## config.mk

```make
export PLATFORM = sky130hd
export DESIGN_NAME = neuron_mac
export DESIGN_NICKNAME = d
export VERILOG_FILES = /design/src/rtl/neuron_mac.sv
export SDC_FILE = /design/constraint.sdc
export NUM_CORES = 1
export LEC_CHECK = 0
export CORE_MARGIN = 10
export CORE_UTILIZATION = 50
export DETAILED_ROUTE_END_ITERATION = 7
export PLACE_DENSITY_LB_ADDON = 0.08
export SLEW_MARGIN = 20
export SYNTH_ARGS = -nofsm -noshare
export SYNTH_HDL_FRONTEND = slang
export SYNTH_SLANG_ARGS = --single-unit
```

## constraint.sdc

```tcl
create_clock -name clk -period 4.8 [get_ports clk]
set_input_delay 0.96 -clock clk [delete_from_list [all_inputs] [get_ports clk]]
set_output_delay 0.96 -clock clk [all_outputs]
set_load 0.1 [all_outputs]
```

## src/rtl/neuron_mac.sv

```systemverilog
// rtl/neuron_mac.sv - K-term signed fixed-point MAC neuron stage; NEURON_MAC_SAT_EN selects saturating arithmetic
module neuron_mac #(
    parameter int N  = 2,
    parameter int QM = 6,
    parameter int QN = 10
) (
    input  logic                      clk,
    input  logic                      rst_n,
    input  logic                      in_valid,
    output logic                      in_ready,
    input  logic signed [QM+QN-1:0]   x,
    input  logic signed [QM+QN-1:0]   w,
    input  logic signed [QM+QN-1:0]   bias,
    output logic                      out_valid,
    input  logic                      out_ready,
    output logic signed [QM+QN+N-1:0] out
);

    localparam int D = QM + QN;
    localparam int W = QM + QN + N;

    typedef enum logic {
        ACCUM = 1'b0,
        DONE  = 1'b1
    } state_t;

    state_t               state_q;
    state_t               state_d;
    logic [N-1:0]         cnt_q;
    logic signed [W-1:0]  acc_q;
    logic signed [W-1:0]  acc_d;

    logic                 beat;
    logic                 last_beat;
    logic signed [2*D-1:0] prod_full;
    logic signed [2*D-1:0] prod_shift;
    logic signed [W-1:0]  bias_ext;
    logic signed [W-1:0]  base;

    assign beat      = in_valid && (state_q == ACCUM);
    assign last_beat = beat && (cnt_q == {N{1'b1}});

    // Arithmetic shift of the full-width product floors toward minus infinity.
    assign prod_full  = x * w;
    assign prod_shift = prod_full >>> QN;

    assign bias_ext = {{N{bias[D-1]}}, bias};
    // The first beat of each neuron starts from the bias instead of the old sum.
    assign base     = (cnt_q == '0) ? bias_ext : acc_q;

`ifdef NEURON_MAC_SAT_EN
    localparam logic signed [W-1:0]   acc_max  = {1'b0, {(W-1){1'b1}}};
    localparam logic signed [W-1:0]   acc_min  = {1'b1, {(W-1){1'b0}}};
    localparam logic signed [2*D-1:0] prod_max = {{(2*D-W+1){1'b0}}, {(W-1){1'b1}}};
    localparam logic signed [2*D-1:0] prod_min = {{(2*D-W+1){1'b1}}, {(W-1){1'b0}}};

    logic signed [W-1:0] p_use;
    logic signed [W:0]   sum_ext;

    always_comb begin
        p_use = prod_shift[W-1:0];
        if (prod_shift > prod_max) begin
            p_use = acc_max;
        end else if (prod_shift < prod_min) begin
            p_use = acc_min;
        end
    end

    // One guard bit exposes signed overflow: top two bits differ.
    assign sum_ext = {base[W-1], base} + {p_use[W-1], p_use};

    always_comb begin
        acc_d = sum_ext[W-1:0];
        if (sum_ext[W] != sum_ext[W-1]) begin
            acc_d = sum_ext[W] ? acc_min : acc_max;
        end
    end
`else
    logic signed [W-1:0] p_use;
    logic                unused_prod_hi;

    // Modulo 2^W: only the low W bits of the shifted product take part.
    assign p_use          = prod_shift[W-1:0];
    assign unused_prod_hi = ^prod_shift[2*D-1:W];
    assign acc_d          = base + p_use;
`endif

    always_comb begin
        state_d = state_q;
        case (state_q)
            ACCUM: begin
                if (last_beat) begin
                    state_d = DONE;
                end
            end
            DONE: begin
                if (out_ready) begin
                    state_d = ACCUM;
                end
            end
            default: state_d = ACCUM;
        endcase
    end

    always_ff @(posedge clk or negedge rst_n) begin
        if (!rst_n) begin
            state_q <= ACCUM;
        end else begin
            state_q <= state_d;
        end
    end

    always_ff @(posedge clk or negedge rst_n) begin
        if (!rst_n) begin
            cnt_q <= '0;
            acc_q <= '0;
        end else if (beat) begin
            cnt_q <= cnt_q + 1'b1;
            acc_q <= acc_d;
        end
    end

    // Both handshake outputs come straight from the state register.
    assign in_ready  = (state_q == ACCUM);
    assign out_valid = (state_q == DONE);
    assign out       = acc_q;

endmodule

```

Yosys cells after proc, flatten, opt, wreduce, memory -nomap -nowiden
Index checks and enable logic that the tools add are counted.

$add $sub $neg: 2. Multiply operators: 1. Div/mod/pow operators: 0. $lt $le $gt $ge: 0. Equality and inequality tests: 1. Shifts and indexed selects: 0. Muxes and demuxes: 4. Bitwise gates (word level): 1. Reduce and logical (&&, ||, !) cells: 3.

Operators by type and width (count): $mul 16x16->28 (1); $add 18x18->18 (1); $mux 18 (1); $add 2x1->2 const B (1); $eq 2x2->1 const B (1); $logic_and 1x1->1 (2); $logic_not 2->1 (1); $mux 1 (2); $pmux 1 s2 (1); $not 1->1 (1).

Bits in registers: 21. Latch bits: 0. RAM bits: 0. Bits in read-only memories: 0. Input bits: 52. Output and inout port bits: 20. Logic and storage cells: 15. Memories: 0.

Longest topological paths before layout
Gate-level depths: netlist of the first run.

Depth in word-level cells: 5. Depth in mapped cells: 34.

Worst setup path after synthesis of the first run
Ideal clock, no wire load.

Path kind: in2reg. Start point: in w[7]. End point: reg acc_q[17], in the netlist out[17]. Setup time: 82 ps. Arrival time: 7829 ps. Slack: -3111 ps. Cell stages on the path: 33. Buffers on the path: 1. Path through: clkbuf_1 > nand2_1 > fa_1 > inv_1 > fa_1 > inv_1 > fa_1 > inv_1 > fa_1 > fa_1 > inv_1 > fa_1 > inv_1 > ha_1 > and4_1 > and2_1 > o21a_1 > a31o_4 > or2_2 > and2_1 > o21ai_0 > nand2b_1 > xnor2_1 > ha_1 > o21ai_0 > nand2_1 > nand2_1 > a21oi_1 > a31oi_1 > a21oi_1 > a31oi_1 > or3_1 > a31oi_1.

Word-level cells in the longest chain between the ends: 2.

RTL lines: from (decl) (RTL line 12) `input logic signed [QM+QN-1:0] w,`; $mul 16x16->28 (RTL line 44) `assign prod_full = x * w;`; $add 18x18->18 (RTL line 85) `assign acc_d = base + p_use;`; to (signal assigned) (RTL line 116) `acc_q <= '0;`; to (signal assigned) (RTL line 119) `acc_q <= acc_d;`; to (decl) (RTL line 30) `logic signed [W-1:0] acc_q;`.

No other way between the ends. A chain may end at the register's enable or synchronous reset.

Worst setup path after layout of the first run
Start point: in x[9]. End point: reg acc_q[17], in the netlist out[17].

Word-level cells in the longest chain between the ends: 2.

RTL lines: from (decl) (RTL line 11) `input logic signed [QM+QN-1:0] x,`; $mul 16x16->28 (RTL line 44); $add 18x18->18 (RTL line 85).

No other way between the ends.

==> impl_metrics.toml, run 1 <==
[status]
status = "finished, violations left"
violations = "negative setup slack"

[yosys]
synthMuxAreaShare = 0.01635
synth-adder-area-share = 0.5565
synthFlopType = "dfrtp_1"
synth_top_area_cell = "fa_1"
synth_cell_type_count = 52
yosys.cell_count.top_type = "inv_1"
synth_compound_area_frac = 0.05609
yosys_warnings = 0
synth_xor_area_frac = 0.04070
synth_top_family_by_area = "adder cells"
yosys_register_bits = 21
synth_simple_gate_area_frac = 0.1638
synthArstFlopShare = 1.000
synth_area_um2 = 10330
ys_top_cells_by_count = "inv_1 (280), fa_1 (229), nand2_1 (154), and2_1 (115), ha_1 (93)"
syn_nets = 1526
synth_edf_count = 0
seq_area_frac_synth = 0.05088
syn-mean-instance-area_um2 = 8.966
syn_inst = 1152
synth_top_area_frac = 0.4439
synthTopCellsByArea = "fa_1 (44%), ha_1 (11%), inv_1 (10%)"

[min_path]
hold_path_depth = 2
hold_path_class = "flip-flop to flip-flop"
hp-start = "out[7]"
holdPathEnd = "out[7]"

[finish]
areaGrowthSynthToFinish_pct = 29.38
n_fill_cell = 1735
nets = 1754
n_antenna_cell = 0
layout-drive-gt1-share = 0.2727
design_area_um2 = 13360

[global_routing]
grt_pass1_vias = 8966
antenna_found_initial = 0
grt_pass1_wl_um = 44040
overflow = 0
grt_usage = 0.1992
grt_max_degree = 35

[worst_setup_path]
cp_max_fo = 6
cpPeakStageDelay_ns = 0.54
worst_setup_path_end_kind = "flip-flop"
required_ns = 4.98
crit_path_frequent_cell = "fa_1"
arrival_ns = 7.76
reg2reg_from = "cnt_q[0]"
path_class = "primary input to flip-flop"
rrSetupSlack_ns = 1.41
critPathSlowestCell = "fa_2"
r2r_cells = 16
start_kind = "primary input"
r2r_end = "out[16]"

[floorplanning]
initial_utilization = 0.5088
fp.dieH_um = 163.7
rows = 52
die_w_um = 163.7
die_area_um2 = 26810
pin_count = 72
coreArea_um2 = 20300

[cts]
clock_latency_ns = 0.26
cts_buffers = 3
root_buffer = "clkbuf_16"
clock_path_buffers = 2
ctsHtreeMaxLevel = 1
clk_pin_slew_worst_paths_ns = 0.06
cts_sinks = 21
cts_tree = "yes"
hold_buffers = 0

[placed_design]
gp_congestion = 0.8637
place_area_um2 = 12550
io_buffers = 71
dp.final_hpwl_um = 22220

[drt]
drc = 0
routed_via_density = 4.948
vias = 8159
ant_nets = 0
wl_um = 25260
dr_wl_met2_um = 12930
highest_layer = "met4"
wl_met3_um = 988
drt_iter0_drc = 292
dr.pass1.iters = 5
wl_met1_um = 10890
routedWlPerCell_um = 15.32

[timing]
postLayoutSetupSlackWorst_ns = -2.783
hold_ws_ns = 0.5054
finalSetupViolations = 18
grt_setup_unrepaired = "true"
fin_worst_skew_ns = 0.004749
finalMaxSlewViolations = 0
fin_crit_ns = 7.583
fin_crit_sh = 1.580
hold_viol = 0
max-slew-margin-rel = 0.3361
fmax_ghz = 0.1319
tightest_slew_ns = 0.9928
tns_ns = -36.38

[run]
drv_cap = 0
==> state kept, by name, indices dropped and copies added (netlist names) <==
name / cells
cnt_q: 2
out_valid: 1
out: 18
==> metal layers <==
layer,track usage,vias to the layer above
met5,0,-
met4,0.03940,0
met3,0.02128,32
met2,0.3456,145
met1,0.2651,4117
li1,-,3865
==> worst max-delay path: cells and delay by family <==
kind	cells	cell delay, ns
buffers and inverters	5	0.40
adder cells (fa/ha/maj)	8	3.49
XOR/XNOR	1	0.15
AO/OA/AOI/OAI	9	1.34
AND/OR/NAND/NOR	9	1.44
==> final cells by class <==
type | instances | area (um2) | share of cell area
clock inverter | 1 | 7.507 | 0.0005618
multi-input combinational | 813 | 9168 | 0.6860
timing repair buffer | 260 | 2195 | 0.1642
clock buffer | 3 | 75.07 | 0.005618
inverter | 281 | 1055 | 0.07893
tap | 270 | 337.8 | 0.02528
sequential | 21 | 525.5 | 0.03933
==> what timing repair did <==
action,in CTS,in global routing
endpoints found under the setup margin,18,18
buffers inserted,29,12
cloned,0,0
pin swaps,100,49
gates resized for setup,217,62
==> logic make-up (layout without fill, tap and decap cells) <==
group                      after synthesis  after routing
muxes                                   15             15
DFF                                     21             21
xor gates and xnor gates                48             48
buffers and inverters                  318            545
AOI/OAI and AO/OA                       86             86
adders and majority gates              322            322
and+or+nand+nor                        342            342
==> how the worst max path moves through the flow <==
stage	startpoint	to	slack [ns]	cells after the start
2_1_floorplan	x[7]	out[17]	-2.68	33
3_3_place_gp	w[4]	out[17]	-3.42	32
3_5_place_dp	w[7]	out[17]	-3.57	34
4_1_cts	x[7]	out[17]	-2.84	33
5_1_grt	x[5]	out[17]	-3.08	32
6_report	x[9]	out[17]	-2.78	32
==> cells in the final DEF (no fill, tap or decap), types with 10 or more instances in the layout <==
master           Yosys  final
fa_1               229    214
nand2b_1            11     10
nand2_2              0     11
o21ai_1              0     16
nand2_1            154    141
and2_4               0     18
mux2_2              15     15
xnor2_1             34     29
and2_1             115     97
inv_1              280    257
ha_4                 0     14
nor2_1              27     19
ha_1                93     71
buf_6                0     27
xor2_1              14     12
inv_2                0     23
dfrtp_1             21     21
fa_2                 0     15
clkdlybuf4s50_1      0     40
buf_4                0    170
==> metrics by stage <==
stage | utilization | setup WS, ns | cells
finish | 0.6583 | -2.783 | 1649
global route | 0.6583 | -3.084 | 1649
CTS | 0.6482 | -2.845 | 1642
detailed placement | 0.6185 | -3.573 | 1613
global placement | 0.6185 | -3.423 | 1613
floorplan | - | -2.680 | 1152
Power of run 1 is not shown: default switching activity piles up to over one toggle a cycle in this logic, so the estimate is an artifact.
==> run 2, diff against run 1 <==
--- a/config.mk
+++ b/config.mk
@@ -5,8 +5,10 @@
 export SDC_FILE = /design/constraint.sdc
 export NUM_CORES = 1
 export LEC_CHECK = 0
+export CAP_MARGIN = 40
 export CORE_MARGIN = 10
 export CORE_UTILIZATION = 50
+export CTS_CLUSTER_SIZE = 12
 export DETAILED_ROUTE_END_ITERATION = 7
 export PLACE_DENSITY_LB_ADDON = 0.08
 export SLEW_MARGIN = 20
==> impl_metrics.toml, run 2 (synthesized netlist as in run 1, its figures left out) <==
[drt]
drt_iter0_drc = 370
drc = 0
vias = 8377
routed_via_density = 4.983
dr.pass1.iters = 5
wl_um = 26400
routedWlPerCell_um = 15.71
ant_nets = 0

[status]
violations = "negative setup slack"
status = "finished, violations left"

[worst_setup_path]
rrSetupSlack_ns = 1.30
worst_setup_path_end_kind = "flip-flop"
reg2reg_from = "cnt_q[0]"
cp_max_fo = 6
path_class = "primary input to flip-flop"
arrival_ns = 7.76
cpPeakStageDelay_ns = 0.55
cp-startpoint = "w[4]"
start_kind = "primary input"
required_ns = 5.00
critPathSlowestCell = "fa_1"

[timing]
fmax_ghz = 0.1323
postLayoutSetupSlackWorst_ns = -2.760
grt_setup_unrepaired = "true"
hold_ws_ns = 0.5047
finalMaxSlewViolations = 0
fin_crit_sh = 1.575
fin_worst_skew_ns = 0.007911
fin_crit_ns = 7.560
finalSetupViolations = 18
max-slew-margin-rel = 0.6264
hold_viol = 0
tightest_slew_ns = 0.5591

[finish]
n_antenna_cell = 0
regArea_um2 = 525.5
layout-drive-gt1-share = 0.2984
multi_input_area_um2 = 9296
largest_reg_flops = 18
areaGrowthSynthToFinish_pct = 35.35
layout_common_cells = "inv_1 (258), fa_1 (216), buf_4 (169)"
final_common_cell = "inv_1"
nets = 1786
n_fill_cell = 1669

[cts]
ctsHtreeMaxLevel = 1
root_buffer = "clkbuf_16"
clk_pin_slew_worst_paths_ns = 0.07
clock_path_buffers = 2
cts_buffers = 3
hold_buffers = 0
cts_sinks = 21
cts_tree = "yes"
clock_latency_ns = 0.26

[floorplanning]
rows = 52
die_w_um = 163.7
die_area_um2 = 26810
initial_utilization = 0.5088
pin_count = 72
fp.dieH_um = 163.7
coreArea_um2 = 20300

[global_routing]
grt_pass1_vias = 9153
grt_usage = 0.2045
grt_max_degree = 21
grt_pass1_wl_um = 45370
antenna_found_initial = 0
overflow = 0

[run]
drv_cap = 0

[placed_design]
gp_congestion = 0.8637
io_buffers = 71
dp.final_hpwl_um = 22480

[min_path]
hp-start = "out[7]"
hold_path_class = "flip-flop to flip-flop"
-- run 2: cell types whose count changed in the layout (fill, tap and decap cells not counted), moves of 3 or more --
cell             before  now
buf_16                0    5
dlygate4sd2_1         6    3
nand2_1             141  138
buf_8                 3   21
buf_6                27   36
o21ai_1              16   13
clkdlybuf4s15_2       3    0
-- run 2: worst paths after layout --
path,end,cells after the start
min in group asynchronous,out[17],1
max in group asynchronous,out[10],2
setup reg to reg,out[16],16
hold reg to reg,out[7],2
setup / recovery,out[16],29
hold / removal,out[7],2
-- run 2: metrics by stage --
| step | TNS, ns | std cells | utilization | setup slack [ns] | area (um2) |
|---|---|---|---|---|---|
| 4_1_cts | -37.26 | 1672 | 0.6718 | -2.854 | 13640 |
| 6_report | -36.38 | 1681 | 0.6887 | -2.760 | 13980 |
| 3_5_place_dp | -49.64 | 1635 | 0.6378 | -3.555 | 12950 |
| 2_1_floorplan | -31.83 | 1152 | - | -2.680 | 10600 |
| 5_1_grt | -40.57 | 1681 | 0.6887 | -2.988 | 13980 |
| 3_3_place_gp | -49.73 | 1613 | 0.6185 | -3.423 | 12550 |
-- run 2: layout make-up --
| class | count | share of cell area |
|---|---|---|
| flip-flops and latches | 21 | 0.03759 |
| well taps | 270 | 0.02417 |
| multi-input cells | 813 | 0.6650 |
| repair buffers | 292 | 0.1922 |
| inverters | 281 | 0.07545 |
| clock buffers | 4 | 0.005639 |
-- run 2: worst max-delay path: cells and delay by family --
kind | cells | cell delay, ns
AOI/OAI and AO/OA | 5 | 1.01
xor gates and xnor gates | 1 | 0.17
adders and majority gates | 8 | 3.47
buffers and inverters | 6 | 0.46
and+or+nand+nor | 9 | 1.66
-- run 2: repair_timing --
item	in CTS	in global routing
hold endpoints to repair	0	0
buffers inserted	35	10
endpoints found under the setup margin	18	18
gates resized for setup	220	99
pin swaps	96	79
-- run 2: routing by layer --
metal	share of wire	global-route usage
met5	0	0
met1	0.43	0.2713
met4	0.014	0.02518
met3	0.037	0.02028
met2	0.52	0.3637
Power of run 2 is left out for the same reason.
